<file path="src/rtl/sim_mon_pkg.sv">
// Shared types and default widths for the simulation status monitor.
package sim_mon_pkg;

    typedef enum logic [2:0] {
        ST_IDLE    = 3'd0,
        ST_RUN     = 3'd1,
        ST_PASS    = 3'd2,
        ST_FAIL    = 3'd3,
        ST_TIMEOUT = 3'd4
    } state_e;

    localparam int DEF_PC_W  = 32;
    localparam int DEF_CNT_W = 32;
    localparam int DEF_HIT_N = 2;

endpackage

</file>
<file path="src/rtl/target_matcher.sv">
// Counts consecutive valid PC samples equal to a target address; stalls hold the streak.
module target_matcher #(
    parameter int PC_W  = 32,
    parameter int HIT_N = 2
) (
    input  logic                         i_clk,
    input  logic                         i_rst_n,
    input  logic                         i_clr,
    input  logic                         i_en,
    input  logic                         i_pc_valid,
    input  logic [PC_W-1:0]              i_pc,
    input  logic [PC_W-1:0]              i_target,
    output logic                         o_hit,
    output logic [$clog2(HIT_N+1)-1:0]   o_cnt
);

    localparam int CW = $clog2(HIT_N + 1);
    localparam logic [CW-1:0] CNT_MAX  = CW'(HIT_N);
    localparam logic [CW-1:0] CNT_LAST = CW'(HIT_N - 1);

    logic          w_match;
    logic [CW-1:0] r_cnt;

    assign w_match = (i_pc == i_target);

    // Streak counter: cleared on arm, bumps on a valid match, drops on a valid miss.
    always_ff @(posedge i_clk or negedge i_rst_n) begin
        if (!i_rst_n) begin
            r_cnt <= '0;
        end else if (i_clr) begin
            r_cnt <= '0;
        end else if (i_en && i_pc_valid) begin
            if (!w_match) begin
                r_cnt <= '0;
            end else if (r_cnt != CNT_MAX) begin
                r_cnt <= r_cnt + 1'b1;
            end
        end
    end

    // The current sample completes the streak when it is the HIT_N-th consecutive match.
    always_comb begin
        o_hit = i_en & i_pc_valid & w_match & (r_cnt == CNT_LAST);
    end

    assign o_cnt = r_cnt;

endmodule

</file>
<file path="src/rtl/sim_status_monitor.sv">
// Pass/fail/timeout monitor watching the IF/ID PC stream of a core under test.
module sim_status_monitor
    import sim_mon_pkg::*;
#(
    parameter int PC_W  = DEF_PC_W,
    parameter int CNT_W = DEF_CNT_W,
    parameter int HIT_N = DEF_HIT_N
) (
    input  logic              i_clk,
    input  logic              i_rst_n,
    input  logic              i_start,
    input  logic              i_pc_valid,
    input  logic [PC_W-1:0]   i_pc,
    input  logic [PC_W-1:0]   i_pass_pc,
    input  logic [PC_W-1:0]   i_fail_pc,
    input  logic [CNT_W-1:0]  i_timeout_cycles,
    output logic              o_busy,
    output logic              o_done,
    output logic              o_pass,
    output logic              o_fail,
    output logic              o_timeout,
    output logic [CNT_W-1:0]  o_cycle_count,
    output logic [PC_W-1:0]   o_final_pc
);

    localparam int CW = $clog2(HIT_N + 1);

    state_e          r_state;
    state_e          w_next;
    logic            w_run;
    logic            w_arm;
    logic            w_pass_hit;
    logic            w_fail_hit;
    logic            w_tmo_hit;
    logic [CW-1:0]   w_pass_cnt;
    logic [CW-1:0]   w_fail_cnt;
    logic [CNT_W:0]  w_cnt_next;
    logic [CNT_W-1:0] r_cycle;
    logic [PC_W-1:0] r_final_pc;

    assign w_run = (r_state == ST_RUN);
    assign w_arm = i_start & (r_state != ST_RUN);

    target_matcher #(.PC_W(PC_W), .HIT_N(HIT_N)) u_pass_match (
        .i_clk      (i_clk),
        .i_rst_n    (i_rst_n),
        .i_clr      (w_arm),
        .i_en       (w_run),
        .i_pc_valid (i_pc_valid),
        .i_pc       (i_pc),
        .i_target   (i_pass_pc),
        .o_hit      (w_pass_hit),
        .o_cnt      (w_pass_cnt)
    );

    target_matcher #(.PC_W(PC_W), .HIT_N(HIT_N)) u_fail_match (
        .i_clk      (i_clk),
        .i_rst_n    (i_rst_n),
        .i_clr      (w_arm),
        .i_en       (w_run),
        .i_pc_valid (i_pc_valid),
        .i_pc       (i_pc),
        .i_target   (i_fail_pc),
        .o_hit      (w_fail_hit),
        .o_cnt      (w_fail_cnt)
    );

    // Watchdog fires when this RUN cycle would be the timeout_cycles-th one; the extra bit avoids wrap.
    always_comb begin
        w_cnt_next = {1'b0, r_cycle} + 1'b1;
        w_tmo_hit  = (i_timeout_cycles != '0) && (w_cnt_next == {1'b0, i_timeout_cycles});
    end

    // State register.
    always_ff @(posedge i_clk or negedge i_rst_n) begin
        if (!i_rst_n) begin
            r_state <= ST_IDLE;
        end else begin
            r_state <= w_next;
        end
    end

    // Next-state logic: fail outranks pass, and any hit outranks the watchdog.
    always_comb begin
        w_next = r_state;
        case (r_state)
            ST_IDLE: begin
                if (i_start) w_next = ST_RUN;
            end
            ST_RUN: begin
                if (w_fail_hit)      w_next = ST_FAIL;
                else if (w_pass_hit) w_next = ST_PASS;
                else if (w_tmo_hit)  w_next = ST_TIMEOUT;
            end
            ST_PASS, ST_FAIL, ST_TIMEOUT: begin
                if (i_start) w_next = ST_RUN;
            end
            default: w_next = ST_IDLE;
        endcase
    end

    // Status flags decoded straight from the registered state.
    always_comb begin
        o_busy    = (r_state == ST_RUN);
        o_pass    = (r_state == ST_PASS);
        o_fail    = (r_state == ST_FAIL);
        o_timeout = (r_state == ST_TIMEOUT);
        o_done    = o_pass | o_fail | o_timeout;
    end

    // Cycle counter: cleared on arm, counts every RUN cycle including the exiting one, saturates.
    always_ff @(posedge i_clk or negedge i_rst_n) begin
        if (!i_rst_n) begin
            r_cycle <= '0;
        end else if (w_arm) begin
            r_cycle <= '0;
        end else if (w_run && (r_cycle != '1)) begin
            r_cycle <= r_cycle + 1'b1;
        end
    end

    // Final PC captures the completing sample; a timeout leaves the cleared zero in place.
    always_ff @(posedge i_clk or negedge i_rst_n) begin
        if (!i_rst_n) begin
            r_final_pc <= '0;
        end else if (w_arm) begin
            r_final_pc <= '0;
        end else if (w_run && (w_fail_hit || w_pass_hit)) begin
            r_final_pc <= i_pc;
        end
    end

    assign o_cycle_count = r_cycle;
    assign o_final_pc    = r_final_pc;

endmodule

</file>
<file path="config.mk">
export PLATFORM = sky130hd
export DESIGN_NAME = sim_status_monitor
export DESIGN_NICKNAME = d
export VERILOG_FILES = /design/src/rtl/sim_mon_pkg.sv /design/src/rtl/target_matcher.sv /design/src/rtl/sim_status_monitor.sv
export SDC_FILE = /design/constraint.sdc
export NUM_CORES = 1
export LEC_CHECK = 0
export ABC_AREA = 1
export CORE_AREA = 2 2 174 134
export DETAILED_ROUTE_END_ITERATION = 16
export DIE_AREA = 0 0 176 136
export PLACE_DENSITY = 0.59
export REMOVE_ABC_BUFFERS = 1
export SETUP_SLACK_MARGIN = 0.2
export SLEW_MARGIN = 20
export SYNTH_ARGS = -nofsm -noshare
export SYNTH_HDL_FRONTEND = slang
export SYNTH_HIERARCHICAL = 1
export SYNTH_SLANG_ARGS = --single-unit
</file>
<file path="constraint.sdc">
create_clock -name i_clk -period 5.25 [get_ports i_clk]
set_input_delay 1.05 -clock i_clk [delete_from_list [all_inputs] [get_ports i_clk]]
set_output_delay 1.05 -clock i_clk [all_outputs]
set_load 0.02 [all_outputs]
</file>
After elaboration in Yosys (flattened, before gate mapping)
Cells that the tools add are included.
{"block": "word_totals", "regBits": 71}
{"block": "classes", "add_sub_neg": 4, "reduce_logical": 14, "mux": 17, "bitwise_logic": 8, "n_eq_ne": 17}
{"cell": "$mux W32", "count": 4}
{"cell": "$eq A32 B32 Y1", "count": 2}
{"cell": "$add A32 B1 Y33 const B", "count": 1}
{"cell": "$eq A33 B32 Y1", "count": 1}
{"cell": "$add A32 B1 Y32 const B", "count": 1}
{"cell": "$ne A32 B32 Y1 const B", "count": 1}
{"cell": "$reduce_bool A32 Y1", "count": 1}
{"cell": "$mux W2", "count": 8}
{"cell": "$mux W3", "count": 4}
{"cell": "$and A1 B1 Y1", "count": 6}
{"cell": "$eq A3 B2 Y1 const B", "count": 2}
{"cell": "$ne A3 B2 Y1 const B", "count": 2}
{"cell": "$pmux W3 S2", "count": 1}
{"cell": "$reduce_and A2 Y1", "count": 3}
{"cell": "$reduce_bool A2 Y1", "count": 3}
{"cell": "$add A2 B1 Y2 const B", "count": 2}
{"cell": "$eq A2 B1 Y1 const B", "count": 2}
{"cell": "$logic_and A1 B1 Y1", "count": 4}
{"cell": "$ne A2 B2 Y1 const B", "count": 2}
{"cell": "$ne A4 B4 Y1 const B", "count": 1}
{"cell": "$reduce_or A4 Y1", "count": 1}
{"cell": "$eq A3 B1 Y1 const B", "count": 1}
{"cell": "$eq A3 B3 Y1 const B", "count": 1}
{"cell": "$logic_not A3 Y1", "count": 1}
{"cell": "4 further kinds", "count": 5}

Depth between registers and ports, before layout
Gate-level depths: netlist of run 1.
{"block": "depth", "ltp_word": 8, "ltp_mapped": 18, "mapped_depth_nobuf": 18}

Modules after synthesis
Netlist of run 1, hierarchy kept.
{"module": "sim_status_monitor", "area_per_inst_um2": 4485.6, "instances": 1, "cells_each": 696}
{"module": "target_matcher", "area_per_inst_um2": 1152.4, "instances": 2, "cells_each": 268}

Least setup slack after synthesis of run 1
Ideal clock, no wire load.
{"block": "synth_timing", "path_kind": "input -> register", "from": "in i_pc[28]", "to": "reg r_final_pc[14] (netlist: o_final_pc[14])", "path_stages": 14, "n_path_buf": 2, "path_slack_ns": 2.636, "arrival_ns": 2.546, "setup_ns": 0.068, "path_cell_list": "inv_1 -> nand2_1 -> nand2_1 -> and2_1 -> nand2_1 -> nor2_1 -> nand2_1 -> nor3_1 -> or2_2 -> clkbuf_1 -> nand2_1 -> clkbuf_1 -> nand3_1 -> nand2_1"}
{"block": "synth_via", "elab_chain_cells": 6}
{"element": "from (decl)", "line_no": "sim_status_monitor.sv:13", "text": "input logic [PC_W-1:0] i_pc,"}
{"element": "$eq A32 B32 Y1", "line_no": "target_matcher.sv:24", "text": "assign w_match = (i_pc == i_target);"}
{"element": "$and A1 B1 Y1 (2 in series)", "line_no": "target_matcher.sv:43", "text": "o_hit = i_en & i_pc_valid & w_match & (r_cnt == CNT_LAST);"}
{"element": "net w_fail_hit", "line_no": "sim_status_monitor.sv:33", "text": "logic w_fail_hit;"}
{"element": "$logic_or A1 B1 Y1", "line_no": "sim_status_monitor.sv:128", "text": "end else if (w_run && (w_fail_hit || w_pass_hit)) begin"}
{"element": "$logic_and A1 B1 Y1", "line_no": "sim_status_monitor.sv:128"}
{"element": "$reduce_bool A2 Y1 (no source line)"}
{"element": "to (signal assigned)", "line_no": "sim_status_monitor.sv:129", "text": "r_final_pc <= i_pc;"}
{"element": "to (decl)", "line_no": "sim_status_monitor.sv:39", "text": "logic [PC_W-1:0] r_final_pc;"}
The timed path passes the listed nets, and every way through them passes these cells.
A chain may end at the register's enable or synchronous reset.

Final worst setup path of run 1
{"block": "layout_timing", "from": "in i_pc[24]", "to": "reg r_final_pc[29] (netlist: o_final_pc[29])"}
The elaborated chain is that of the path after synthesis.

==> results.json, run 1 <==
{
  "hold_buffers": 0,
  "worst-endpoint-required_ns": 5.49,
  "cts_tree": "done",
  "synthDominantCellAreaShare_pct": 28.7,
  "yosysSeqAreaShare_pct": 26.2,
  "synthDistinctLibCells": 27,
  "worst_slew_pin_slew_ns": 0.694,
  "async_reset_ff_share_pct": 100,
  "cellLeakagePower_nw": 4.92,
  "clock_skew_ns": 0.0112,
  "cts.sink_count": 71,
  "diodes": 0,
  "setup_viol": 0,
  "hpwlAfterDp_um": 19800,
  "start_util_pct": 30.3,
  "area.growth.synth_to_final_pct": 39.9,
  "crit_path_max_incr_delay_ns": 0.64,
  "synth.avg_cell_area_um2": 5.51,
  "yosys_warnings": 6,
  "detail_route.wl_per_cell_um": 14.4,
  "setup_repair_after_global_routing_missed_its_margin": "false",
  "cts-buffers-inserted": 9,
  "grt_util_all_layers_pct": 21.1,
  "hold_slack_ns": 0.505,
  "worstSetupStartpointType": "input pin",
  "achievable-frequency_mhz": 291,
  "num-fill-cells": 2404,
  "timing.critical_path.fanout_max": 21,
  "numPortBuffers": 200,
  "power_per_cell_area_nw_per_um2": 221,
  "worst-setup-path-type": "input pin to flip-flop",
  "max_ir_drop_vdd_mv": 0.149,
  "critPathSlowestCell": "sky130_fd_sc_hd__clkdlybuf4s50_1",
  "synth.ff_latch_count": 71,
  "initialDrtViolationCount": 622,
  "netlist_instances": 1232,
  "grt_first_pass_wirelength_um": 39000,
  "cts_setup_buffers": 0,
  "design.core.area_um2": 22400,
  "ys_top_cells_by_count": "519 x sky130_fd_sc_hd__nand2_1, 210 x sky130_fd_sc_hd__inv_1, 147 x sky130_fd_sc_hd__nor2_1",
  "timing.slew.headroom_pct": 53.7,
  "overflow": 0,
  "detail-route-antenna-nets": 0,
  "cell_at_the_root_of_the_clock_tree": "sky130_fd_sc_hd__clkbuf_16",
  "synth_ff_type": "sky130_fd_sc_hd__dfrtp_1",
  "cts-root-to-sink-buffers": 2,
  "post_synth_main_area_contributors": "sky130_fd_sc_hd__nand2_1 29%, sky130_fd_sc_hd__dfrtp_1 26%, sky130_fd_sc_hd__inv_1 12%, sky130_fd_sc_hd__nand3_1 9.9%, sky130_fd_sc_hd__nor2_1 8.1%",
  "die-area_um2": 23900,
  "netlist.top_cell.by_area": "sky130_fd_sc_hd__nand2_1",
  "min_path_type": "flip-flop to flip-flop",
  "layout-drive-gt1-share_pct": 3.83,
  "clock_insertion_delay_worst_skew_ns": 0.35,
  "cap_violations": 0,
  "cp_data_arrival_time_ns": 3.67,
  "synth-edff-count": 0,
  "drtPass1Iterations": 6,
  "post_drt_via_cell_ratio": 4.57,
  "maximum_number_of_pins_on_one_net_before_global_route_repair": 46,
  "critPathMostFrequentCell": "sky130_fd_sc_hd__nand2_1",
  "routed_vias": 7933,
  "post-route-period-util_pct": 65.5,
  "finalWirelength_um": 25100,
  "post_cts_resize_count": 0,
  "crit_chain": "clkdlybuf4s50_1 -> inv_1 -> nand2_1 -> nand2_1 -> nor2_1 -> nand2_1 -> nor2_1 -> nand2_1 -> nor3_1 -> or2_2 -> nand2_1 -> buf_4 -> nand3_1 -> nand2_1",
  "chipHeight_um": 136,
  "final-hold-violation-count": 0,
  "top_level_ports": 201,
  "status": "finished, final reports clean",
  "finalWeightedCongestion": 0.880,
  "htreeDepth": 3,
  "grt_pass1_vias": 7430,
  "most_frequent_cell_after_synthesis": "sky130_fd_sc_hd__nand2_1",
  "finalMaxSlewViolations": 0,
  "die_width_um": 176,
  "detail_route.drc_violations": 0,
  "rows": 48,
  "crit_end_category": "flip-flop",
  "nets": 1569,
  "finalWorstPathRequiredPeriod_ns": 3.44,
  "synth_area_um2": 6790,
  "number_of_antenna_violations_at_the_first_check_in_global_routing": 4,
  "fin_setup_tns_ns": 0,
  "cts.clk_slew.worst_paths_ns": 0.06
}
-- logic make-up (layout without fill, tap and decap cells) --
group,count (synthesis),count (layout),share of synthesized area (%)
and+or+nand+nor,849,849,52.3
adders and majority gates,5,5,0.921
xor gates and xnor gates,35,35,4.51
AOI/OAI and AO/OA,38,38,3.15
buffers and inverters,234,439,13.0
DFF,71,71,26.2
-- metrics by stage --
stage | worst slack, ns | utilization, % | power, mW | area (µm²) | cells
final | 1.81 | 42.4 | 2.10 | 9500 | 1737
after global routing | 1.59 | 42.4 | 2.21 | 9500 | 1737
after CTS | 1.83 | 42.4 | 2.11 | 9500 | 1737
after detailed placement | 1.47 | 40.9 | 1.35 | 9160 | 1721
after global placement | 1.60 | 40.9 | 1.34 | 9160 | 1721
after floorplan | 1.66 | - | 0.969 | 6720 | 1213
-- critical path, delay by kind of cell --
family                 cells  cell delay, ns
and+or+nand+nor           11            1.52
buffers and inverters      3            1.10
-- routing by layer --
metal	share of wire [%]	track usage [%]	up-vias	routed length [µm]
met5	0.12	0	-	30
met4	1.0	4.41	4	257
met3	9.7	6.80	20	2430
met2	42	32.8	266	10600
met1	47	28.6	3526	11700
li1	-	-	4117	-
-- where the power goes --
group / internal, mW / total [mW] / leakage, nW / switching (mW)
Sequential: 0.564 / 0.590 / 0.987 / 0.0258
Clock: 0.480 / 0.760 / 0.170 / 0.280
Combinational: 0.269 / 0.747 / 3.77 / 0.478
Total: 1.31 / 2.10 / 4.92 / 0.784
-- sequential cells by signal, summed over array words and instances, names as in the netlist --
name	cells
o_final_pc	32
o_cycle_count	32
u_fail_match/o_cnt	2
u_pass_match/o_cnt	2
r_state	3
-- path summary, 6_finish.rpt --
| path | from | slack, ns | to | depth (start not counted) |
|---|---|---|---|---|
| min in group asynchronous | i_rst_n | 0.74 | o_cycle_count[13]$_DFFE_PN0P_ | 1 |
| max in group asynchronous | i_rst_n | 3.64 | o_cycle_count[8]$_DFFE_PN0P_ | 2 |
| max reg2reg | o_cycle_count[0]$_DFFE_PN0P_ | 2.35 | o_cycle_count[22]$_DFFE_PN0P_ | 12 |
| min | o_final_pc[20]$_DFFE_PN0P_ | 0.51 | o_final_pc[20]$_DFFE_PN0P_ | 2 |
| max | i_pc[24] | 1.81 | o_final_pc[29]$_DFFE_PN0P_ | 14 |
| min reg2reg | o_final_pc[20]$_DFFE_PN0P_ | 0.51 | o_final_pc[20]$_DFFE_PN0P_ | 2 |
-- layout make-up --
cell class / instances / area [µm²] / share of cell area [%]
Multi-Input combinational cell: 927 / 4140 / 43.5
Inverter: 215 / 807 / 8.49
Clock inverter: 5 / 104 / 1.09
Sequential cell: 71 / 1780 / 18.7
Tap cell: 300 / 375 / 3.95
Clock buffer: 11 / 243 / 2.55
Timing Repair Buffer: 208 / 2060 / 21.7
-- cell usage in the layout, fill, tap and decap left out, drive strengths merged --
master         count
clkinv             1
buf                9
or2                2
bufinv             3
o21ai             17
dfrtp             71
nand4              7
nor3               4
ha                 5
clkbuf            11
a21oi              2
xnor2             19
xor2              16
o22ai             19
nand3            134
nor2             162
nand2            527
clkdlybuf4s50    199
and2               3
nand3b            10
inv              216
Note: power is estimated with default switching activity, not from simulation.
==> run 2: changes to the inputs <==
--- a/config.mk
+++ b/config.mk
@@ -9,7 +9,7 @@
 export CORE_AREA = 2 2 174 134
 export DETAILED_ROUTE_END_ITERATION = 16
 export DIE_AREA = 0 0 176 136
-export PLACE_DENSITY = 0.59
+export PLACE_DENSITY = 0.61
 export REMOVE_ABC_BUFFERS = 1
 export SETUP_SLACK_MARGIN = 0.2
 export SLEW_MARGIN = 20
==> constraint.sdc (replaced) <==
create_clock -name i_clk -period 2.8 [get_ports i_clk]
set_input_delay 0.56 -clock i_clk [delete_from_list [all_inputs] [get_ports i_clk]]
set_output_delay 0.56 -clock i_clk [all_outputs]
set_load 0.02 [all_outputs]
==> run 2 against run 1 <==
  * Power rose by 85%
  * Clock power increased by 75%
  * Register-to-register slack lost 2.0 ns
  * Die area unchanged
  * Hold slack worse by 0.26 ns
==> results.json, run 2 (same netlist as run 1, synthesis figures left out) <==
{
  "cts-buffers-inserted": 9,
  "cts.clk_slew.worst_paths_ns": 0.07,
  "grt_pass1_vias": 7534,
  "setup_viol": 0,
  "crit_end_category": "output port",
  "clock_insertion_delay_worst_skew_ns": 0.35,
  "chipHeight_um": 136,
  "num-fill-cells": 2388,
  "timing.slew.headroom_pct": 56.0,
  "detail_route.drc_violations": 0,
  "power_per_cell_area_nw_per_um2": 396,
  "initialDrtViolationCount": 624,
  "drtPass1Iterations": 5,
  "start_util_pct": 30.3,
  "area.growth.synth_to_final_pct": 44.2,
  "rows": 48,
  "worst_slew_pin_slew_ns": 0.661,
  "finalMaxSlewViolations": 0,
  "power_frac_seq_pct": 29.0,
  "hpwlAfterDp_um": 19600,
  "grt_first_pass_wirelength_um": 38700,
  "worst-setup-path-type": "flip-flop to output port",
  "cell_at_the_root_of_the_clock_tree": "sky130_fd_sc_hd__clkbuf_16",
  "crit_path_max_incr_delay_ns": 0.77,
  "post-route-period-util_pct": 87.3,
  "routed_vias": 8117,
  "share_comb_of_total_power_pct": 36.7,
  "setup_repair_after_global_routing_missed_its_margin": "false",
  "switchingPower_mw": 1.47,
  "clockPowerShare_pct": 34.4,
  "detail_route.wl_per_cell_um": 13.9,
  "cts.sink_count": 71,
  "mostFrequentLayoutCell": "sky130_fd_sc_hd__nand2_1",
  "fin_util_pct": 43.7,
  "achievable-frequency_mhz": 409,
  "detail-route-antenna-nets": 0,
  "critPathSlowestCell": "sky130_fd_sc_hd__clkdlybuf4s50_1",
  "cp_data_arrival_time_ns": 1.88,
  "finalWeightedCongestion": 0.916,
  "mostFrequentLayoutCells": "519 x sky130_fd_sc_hd__nand2_1, 210 x sky130_fd_sc_hd__inv_1, 196 x sky130_fd_sc_hd__clkdlybuf4s50_1, 144 x sky130_fd_sc_hd__nor2_1, 132 x sky130_fd_sc_hd__nand3_1",
  "crit_chain": "nor3_4 -> clkdlybuf4s50_1",
  "worstSetupStartpointType": "flip-flop",
  "post_drt_via_cell_ratio": 4.59,
  "finalWorstPathRequiredPeriod_ns": 2.44,
  "layout-drive-gt1-share_pct": 6.62,
  "die-area_um2": 23900,
  "cts_tree": "done",
  "numPortBuffers": 200,
  "min_path_type": "input pin to async pin",
  "worst-endpoint-required_ns": 2.24,
  "finalWirelength_um": 24500,
  "number_of_antenna_violations_at_the_first_check_in_global_routing": 3,
  "timing.critical_path.fanout_max": 5,
  "cap_violations": 0,
  "overflow": 0,
  "cell_internal_pwr_mw": 2.41,
  "nets": 1598,
  "die_width_um": 176,
  "design.core.area_um2": 22400,
  "clock_skew_ns": 0.00852,
  "status": "finished, final reports clean",
  "final-hold-violation-count": 0,
  "top_level_ports": 201,
  "cellLeakagePower_nw": 5.09,
  "cts-root-to-sink-buffers": 2,
  "hold_buffers": 0,
  "max_ir_drop_vdd_mv": 0.304,
  "htreeDepth": 3,
  "fin_setup_tns_ns": 0,
  "switching_share_pct": 37.9,
  "grt_util_all_layers_pct": 20.7,
  "maximum_number_of_pins_on_one_net_before_global_route_repair": 44
}
[run 2: timing repair]
| action | 4_1_cts | 5_1_grt |
|---|---|---|
| cloned | 0 | 0 |
| buffers inserted | 0 | 1 |
| pin swaps | 0 | 3 |
| resized for setup | 1 | 17 |
| endpoints found under the setup margin | 4 | 64 |
[run 2: power by group through the flow]
stage / Sequential [mW] / Clock (mW) / Combinational [mW]
detailed placement: 1.13 / 0 / 1.42
floorplan: 1.14 / 0 / 0.681
finish: 1.12 / 1.33 / 1.42
global route: 1.13 / 1.41 / 1.57
global placement: 1.13 / 0 / 1.40
CTS: 1.11 / 1.36 / 1.43
[run 2: layout make-up]
type | instances | area, µm² | area share (%)
multi-input combinational | 927 | 4170 | 42.6
timing repair buffer | 237 | 2320 | 23.7
sequential | 71 | 1780 | 18.2
inverter | 215 | 807 | 8.24
tap | 300 | 375 | 3.83
clock buffer | 10 | 239 | 2.44
clock inverter | 6 | 91.3 | 0.933
antenna | 1 | 2.50 | 0.0256
[run 2: final timing paths]
check                      slack (ns)                           end                         start  cells past startpoint
max                              0.36                        o_busy        r_state[2]$_DFFE_PN0P_                      2
max in group asynchronous        1.94  o_cycle_count[2]$_DFFE_PN0P_                       i_rst_n                      2
min reg2reg                      0.50    o_final_pc[14]$_DFFE_PN0P_    o_final_pc[14]$_DFFE_PN0P_                      2
min                              0.24  o_cycle_count[4]$_DFFE_PN0P_                       i_rst_n                      1
max reg2reg                      0.37        r_state[0]$_DFFE_PN0P_  o_cycle_count[1]$_DFFE_PN0P_                     15
min in group i_clk               0.50    o_final_pc[14]$_DFFE_PN0P_    o_final_pc[14]$_DFFE_PN0P_                      2
[run 2: per-stage QoR]
step	total power, mW	area, µm²	hold WS (ns)	instances	setup WS [ns]
after global routing	4.10	9790	0.290	1767	0.203
final	3.87	9790	0.242	1767	0.355
after floorplan	1.82	6720	0.264	1213	-0.793
after CTS	3.91	9740	0.268	1765	0.224
after detailed placement	2.55	9400	0.489	1749	-0.00811
after global placement	2.53	9400	0.480	1749	0.0188
[run 2: critical path: cells and delay by family, from the launching register on]
| family | cells | cell delay [ns] |
|---|---|---|
| buffers and inverters | 1 | 0.77 |
| DFF | 1 | 0.45 |
| and+or+nand+nor | 1 | 0.31 |
[run 2: metal layers]
layer / wire, µm / track usage [%] / vias up
li1: - / - / 4187
met1: 11500 / 28.3 / 3570
met2: 10400 / 32.3 / 331
met3: 2320 / 6.29 / 25
met4: 280 / 4.27 / 4
met5: 27 / 0 / -
==> run 3: changes to the inputs <==
--- a/config.mk
+++ b/config.mk
@@ -9,7 +9,7 @@
 export CORE_AREA = 2 2 174 134
 export DETAILED_ROUTE_END_ITERATION = 16
 export DIE_AREA = 0 0 176 136
-export PLACE_DENSITY = 0.61
+export PLACE_DENSITY_LB_ADDON = 0.15
 export REMOVE_ABC_BUFFERS = 1
 export SETUP_SLACK_MARGIN = 0.2
 export SLEW_MARGIN = 20
==> run 3 against run 2 <==
  * Wire length grew 4.0%
  * Fmax is essentially flat
  * Sequential share of layout area is essentially flat
  * Clock-buffer cell count grew 1
  * Worst setup slack gained 0.0020 ns
  * Global-route usage grew 0.58 points
==> results.json, run 3 (same netlist as run 1, synthesis figures left out) <==
{
  "status": "finished, final reports clean",
  "power_per_cell_area_nw_per_um2": 392,
  "nets": 1601,
  "routed_vias": 8097,
  "hpwlAfterDp_um": 20400,
  "post_route_cell_area_um2": 9780,
  "diodes": 0,
  "area.growth.synth_to_final_pct": 44.0,
  "setup_repair_after_global_routing_missed_its_margin": "true",
  "grt_util_all_layers_pct": 21.3,
  "die-area_um2": 23900,
  "post_drt_via_cell_ratio": 4.58,
  "switchingPower_mw": 1.46,
  "overflow": 0,
  "timing.slew.headroom_pct": 64.2,
  "chipHeight_um": 136,
  "mostFrequentLayoutCells": "516 x sky130_fd_sc_hd__nand2_1, 210 x sky130_fd_sc_hd__inv_1, 195 x sky130_fd_sc_hd__clkdlybuf4s50_1, 142 x sky130_fd_sc_hd__nor2_1, 133 x sky130_fd_sc_hd__nand3_1",
  "achievable-frequency_mhz": 409,
  "cellLeakagePower_nw": 5.11,
  "timing.critical_path.fanout_max": 7,
  "hold_buffers": 0,
  "design.core.area_um2": 22400,
  "cell_internal_pwr_mw": 2.37,
  "mostFrequentLayoutCell": "sky130_fd_sc_hd__nand2_1",
  "htreeDepth": 3,
  "cts.clk_slew.worst_paths_ns": 0.06,
  "placed_cell_area_um2": 9340,
  "post-route-period-util_pct": 87.2,
  "cts-root-to-sink-buffers": 2,
  "clock_skew_ns": 0.0157,
  "numPortBuffers": 200,
  "detail_route.wl_per_cell_um": 14.4,
  "cts_tree": "done",
  "detail_route.drc_violations": 0,
  "clockPowerShare_pct": 31.5,
  "cell_at_the_root_of_the_clock_tree": "sky130_fd_sc_hd__clkbuf_16",
  "drtPass1Iterations": 5,
  "cts.sink_count": 71,
  "detail-route-antenna-nets": 0,
  "power_frac_seq_pct": 28.8,
  "cp_data_arrival_time_ns": 2.68,
  "initialDrtViolationCount": 687,
  "min_path_type": "input pin to async pin",
  "die_width_um": 176,
  "post-route-worst-setup-slack_ns": 0.357,
  "dp_cells": 1744,
  "finalWorstPathRequiredPeriod_ns": 2.44,
  "fin_total_pwr_mw": 3.83,
  "top_level_ports": 201,
  "fin_setup_tns_ns": 0,
  "num-fill-cells": 2383,
  "cts-buffers-inserted": 9,
  "clock_insertion_delay_worst_skew_ns": 0.35,
  "start_util_pct": 30.3,
  "rows": 48,
  "worst-endpoint-required_ns": 3.04,
  "preCtsSetupSlack_ns": -0.0796,
  "cap_violations": 0,
  "fin_util_pct": 43.6,
  "worst-setup-path-type": "flip-flop to flip-flop",
  "grt_pass1_vias": 7278,
  "switching_share_pct": 38.1,
  "finalWeightedCongestion": 0.891,
  "maximum_number_of_pins_on_one_net_before_global_route_repair": 38,
  "hold_slack_ns": 0.193,
  "layout-drive-gt1-share_pct": 6.74,
  "setup_viol": 0,
  "instances_no_fill": 1768,
  "crit_end_category": "flip-flop",
  "finalWirelength_um": 25500,
  "final-hold-violation-count": 0,
  "finalMaxSlewViolations": 0,
  "worstSetupStartpointType": "flip-flop",
  "share_comb_of_total_power_pct": 39.7,
  "max_ir_drop_vdd_mv": 0.338,
  "grt_first_pass_wirelength_um": 39300,
  "number_of_antenna_violations_at_the_first_check_in_global_routing": 0,
  "worst_slew_pin_slew_ns": 0.537
}
## run 3: critical path: stages (launching register included)
cell                       delay (ns)
sky130_fd_sc_hd__dfrtp_1         0.42
sky130_fd_sc_hd__ha_4            0.17
sky130_fd_sc_hd__nand2_2         0.07
sky130_fd_sc_hd__nor2_4          0.26
sky130_fd_sc_hd__nand2_4         0.15
sky130_fd_sc_hd__nor2_8          0.17
sky130_fd_sc_hd__nand2_1         0.09
sky130_fd_sc_hd__nand3b_1        0.09
sky130_fd_sc_hd__nand2_1         0.12
sky130_fd_sc_hd__nor2_1          0.14
sky130_fd_sc_hd__nand3_1         0.14
sky130_fd_sc_hd__nor2_2          0.13
sky130_fd_sc_hd__nand3_1         0.11
sky130_fd_sc_hd__nand2_2         0.10
sky130_fd_sc_hd__nand2_2         0.06
sky130_fd_sc_hd__nand2_1         0.06
sky130_fd_sc_hd__nand2_1         0.05
## run 3: final timing paths
check / startpoint / end / slack (ns) / depth (start not counted)
setup / recovery: o_cycle_count[1]$_DFFE_PN0P_ / r_state[0]$_DFFE_PN0P_ / 0.36 / 16
hold / removal: i_rst_n / o_final_pc[7]$_DFFE_PN0P_ / 0.19 / 1
setup reg to reg: o_cycle_count[1]$_DFFE_PN0P_ / r_state[0]$_DFFE_PN0P_ / 0.36 / 16
hold reg to reg: o_final_pc[23]$_DFFE_PN0P_ / o_final_pc[23]$_DFFE_PN0P_ / 0.51 / 2
max in group asynchronous: i_rst_n / o_cycle_count[16]$_DFFE_PN0P_ / 1.98 / 2
min in group i_clk: o_final_pc[23]$_DFFE_PN0P_ / o_final_pc[23]$_DFFE_PN0P_ / 0.51 / 2
## run 3: what timing repair did
action	CTS	global route
endpoints found under the setup margin	1	38
gates resized for setup	0	18
setup buffers	1	7
pin swaps	1	6
cloned	0	1
## run 3: power by group through the flow
stage               logic, mW  registers [mW]  clock network, mW
floorplan               0.681            1.14                  0
global placement         1.47            1.12                  0
detailed placement       1.47            1.12                  0
CTS                      1.50            1.10               1.24
global route             1.67            1.11               1.29
finish                   1.52            1.10               1.21
## run 3: layout make-up
cell class / instances / area [µm²] / share of cell area, %
Timing Repair Buffer: 239 / 2330 / 23.8
Clock inverter: 4 / 45.0 / 0.461
Tap cell: 300 / 375 / 3.84
Multi-Input combinational cell: 928 / 4190 / 42.9
Clock buffer: 11 / 253 / 2.59
Inverter: 215 / 807 / 8.25
Sequential cell: 71 / 1780 / 18.2
## run 3: metal layers
layer	share of wire, %	vias up	GRT usage [%]	routed length, µm
met4	0.97	0	3.67	248
met2	40	270	30.6	10200
met3	8.2	12	5.45	2090
met5	0	-	0	0
met1	51	3616	32.0	13000
li1	-	4199	-	-
==> edit (flow settings as in run 2) <==
Change the package constant `DEF_HIT_N` from 2 to 1.
--- a/src/rtl/sim_mon_pkg.sv
+++ b/src/rtl/sim_mon_pkg.sv
@@ -13,3 +13,3 @@
     localparam int DEF_CNT_W = 32;
-    localparam int DEF_HIT_N = 2;
+    localparam int DEF_HIT_N = 1;
 
Check against the original RTL: not equivalent (Yosys sat finds a counterexample within 4 cycles, from zero or initial values and one cycle with i_rst_n low).
==> edit against run 2 <==
Sequential cell count decreased by 2; design area decreased by 6.9%; worst setup slack improved by 0.0088 ns; wire length decreased by 0.62%; sequential share of layout area increased by 0.75 points; total power decreased by 4.6%; global-route usage decreased by 0.23 points; synthesized area decreased by 7.7%; critical path type unchanged; largest cell class unchanged.
==> edit: results (changes against run 2) <==
LAYOUT.NETS=1500  # was 1598
DRTPASS1ITERATIONS=5  # unchanged
HPWL_MM=19.3  # was 19.6 mm
GRT_MAX_DEGREE=70  # was 44
DRT_WL_TOTAL_MM=24.4  # was 24.5 mm
SYNTH-SEQ-AREA-SHARE_PCT=27.6  # was 26.2%
SLOWEST_STAGE='sky130_fd_sc_hd__clkdlybuf4s50_1'  # unchanged
RUN_STATUS='finished, final reports clean'  # unchanged
CLOCK_LATENCY_NS=0.35  # about the same
ANTENNA_FOUND_INITIAL=2  # was 3
WORST_SLEW_PIN_SLEW_NS=0.449  # was 0.661 ns
MAX_STAGE_DELAY_NS=0.64  # was 0.77 ns
SYNTH_TOP_FLOP_CELL='sky130_fd_sc_hd__dfrtp_1'  # unchanged
SYNTH_TOP_CELL_AREA_SHARE_PCT=27.6  # was 28.7%
FILLERS=2408  # was 2388
PORT_BUFFERS=200  # unchanged
GRT_PASS1_WL_MM=37.8  # was 38.7 mm
CRITICAL_PATH_ARRIVAL_NS=1.88  # about the same
HOLD_CLASS='in2async'  # unchanged
CTS-BUFFERS-INSERTED=9  # unchanged
YS_ASYNC_SR_FRACTION_PCT=100  # unchanged
STATIC-LEAKAGE-POWER_nW=4.76  # was 5.09 nW
CLOCK_PIN_SLEW_ON_THE_WORST_SETUP_AND_HOLD_PATHS_NS=0.06
DRIVE_ABOVE_1_SHARE_PCT=4.89  # was 6.62%
CTS_HTREE_LEVELS=3  # unchanged
WORST_IR_DROP_ON_VDD_uV=269  # was 304 µV
GLOBAL_ROUTING_USAGE_SUMMED_ACROSS_ALL_ROUTING_LAYERS_PCT=20.5  # was 20.7%
DETAILROUTE.VIA_COUNT=7627  # was 8117
YS_WARN_COUNT=6  # unchanged
SYNTH.LIB_CELLS_USED.DISTINCT=27  # unchanged
SYNTH_COMMON_CELLS='sky130_fd_sc_hd__nand2_1, sky130_fd_sc_hd__inv_1, sky130_fd_sc_hd__nor2_1'  # unchanged
LAST_WEIGHTED_CONGESTION_VALUE_OF_THE_ROUTABILITY_DRIVEN_PLACER=0.891  # was 0.916
CRITPATHMAXFANOUT=4  # was 5
LARGEST_DELAY_CONTRIBUTOR_FAMILY_ON_THE_CRITICAL_PATH='buffers and inverters'  # unchanged
SYNTH_AREA_LEADERS='sky130_fd_sc_hd__dfrtp_1, sky130_fd_sc_hd__nand2_1, sky130_fd_sc_hd__inv_1'  # was sky130_fd_sc_hd__nand2_1, sky130_fd_sc_hd__dfrtp_1, sky130_fd_sc_hd__inv_1
DETAILEDROUTE.FIRSTITERATIONVIOLATIONS=546  # was 624
WORST_SETUP_SKEW_AFTER_LAYOUT_NS=0.00826  # was 0.00852 ns
CTS_MAX_PATH_BUFFERS=2  # unchanged
PLACEMENT.SETUP.WORST_SLACK_NS=0.00852  # was -0.00811 ns
CLOCK_TREE.ROOT_CELL='sky130_fd_sc_hd__clkbuf_16'  # unchanged
NUMBER_OF_GLOBAL_ROUTE_VIAS_BEFORE_REPAIR=7120  # was 7534
## edit: changes by cell type in the layout (fill, tap and decap cells not counted), sizes merged, moves of 8 or more
cell / delta
nor2: +36
xor2: -8
nand2: -64
buf: -12
inv: -28
xnor2: -18
## edit: path summary, 6_finish.rpt
kind,slack [ns],from,endpoint,cells after the start
worst min register to register,0.50,o_final_pc[26],o_final_pc[26],2
worst min-delay path,0.20,i_rst_n,o_cycle_count[10],2
max in group asynchronous,2.22,i_rst_n,o_cycle_count[0],2
min in group i_clk,0.50,o_final_pc[26],o_final_pc[26],2
worst max-delay path,0.36,r_state[1],o_done,5
worst max register to register,0.37,o_cycle_count[0],r_state[1],18
## edit: power by group
part	internal, mW	switching, mW	leakage [nW]
Clock	0.712	0.505	0.137
Sequential	1.03	0.0443	0.957
Combinational	0.535	0.871	3.66
## edit: cell families (layout without fill, tap and decap cells)
family	Yosys count	in the layout	synth area share, %
XOR/XNOR	9	9	1.26
adder cells (fa/ha/maj)	1	1	0.200
other	0	1	0
AO/OA/AOI/OAI	38	38	3.41
flip-flops	69	69	27.6
AND/OR/NAND/NOR	825	825	55.1
buffers and inverters	208	429	12.5
## edit: cell type report
cell class                      instances  area [µm²]  area share [%]
Antenna cell                            1        2.50          0.0274
Clock buffer                           10         239            2.62
Clock inverter                          5        61.3           0.673
Inverter                              189         709            7.78
Multi-Input combinational cell        873        3770            41.4
Sequential cell                        69        1730            19.0
Tap cell                              300         375            4.12
Timing Repair Buffer                  225        2230            24.5
## edit: what timing repair did
action / in CTS / in global routing
setup buffers: 0 / 6
endpoints found under the setup margin: 1 / 19
pin swaps: 0 / 2
gates resized for setup: 1 / 5
hold buffers: 0 / 0
## edit: stage by stage
| stage | std cells | instance area (µm²) |
|---|---|---|
| after floorplan | 1131 | 6190 |
| after global placement | 1650 | 8750 |
| after detailed placement | 1650 | 8750 |
| after CTS | 1665 | 9060 |
| after global routing | 1671 | 9110 |
| final | 1672 | 9120 |
## edit: metal layers
metal  track usage, %  up-vias  wire, µm
met5                0        -        12
met4             4.22        2       329
met3             6.71       21      2320
met2             32.0      304     10400
met1             27.6     3362     11300
li1                 -     3938         -
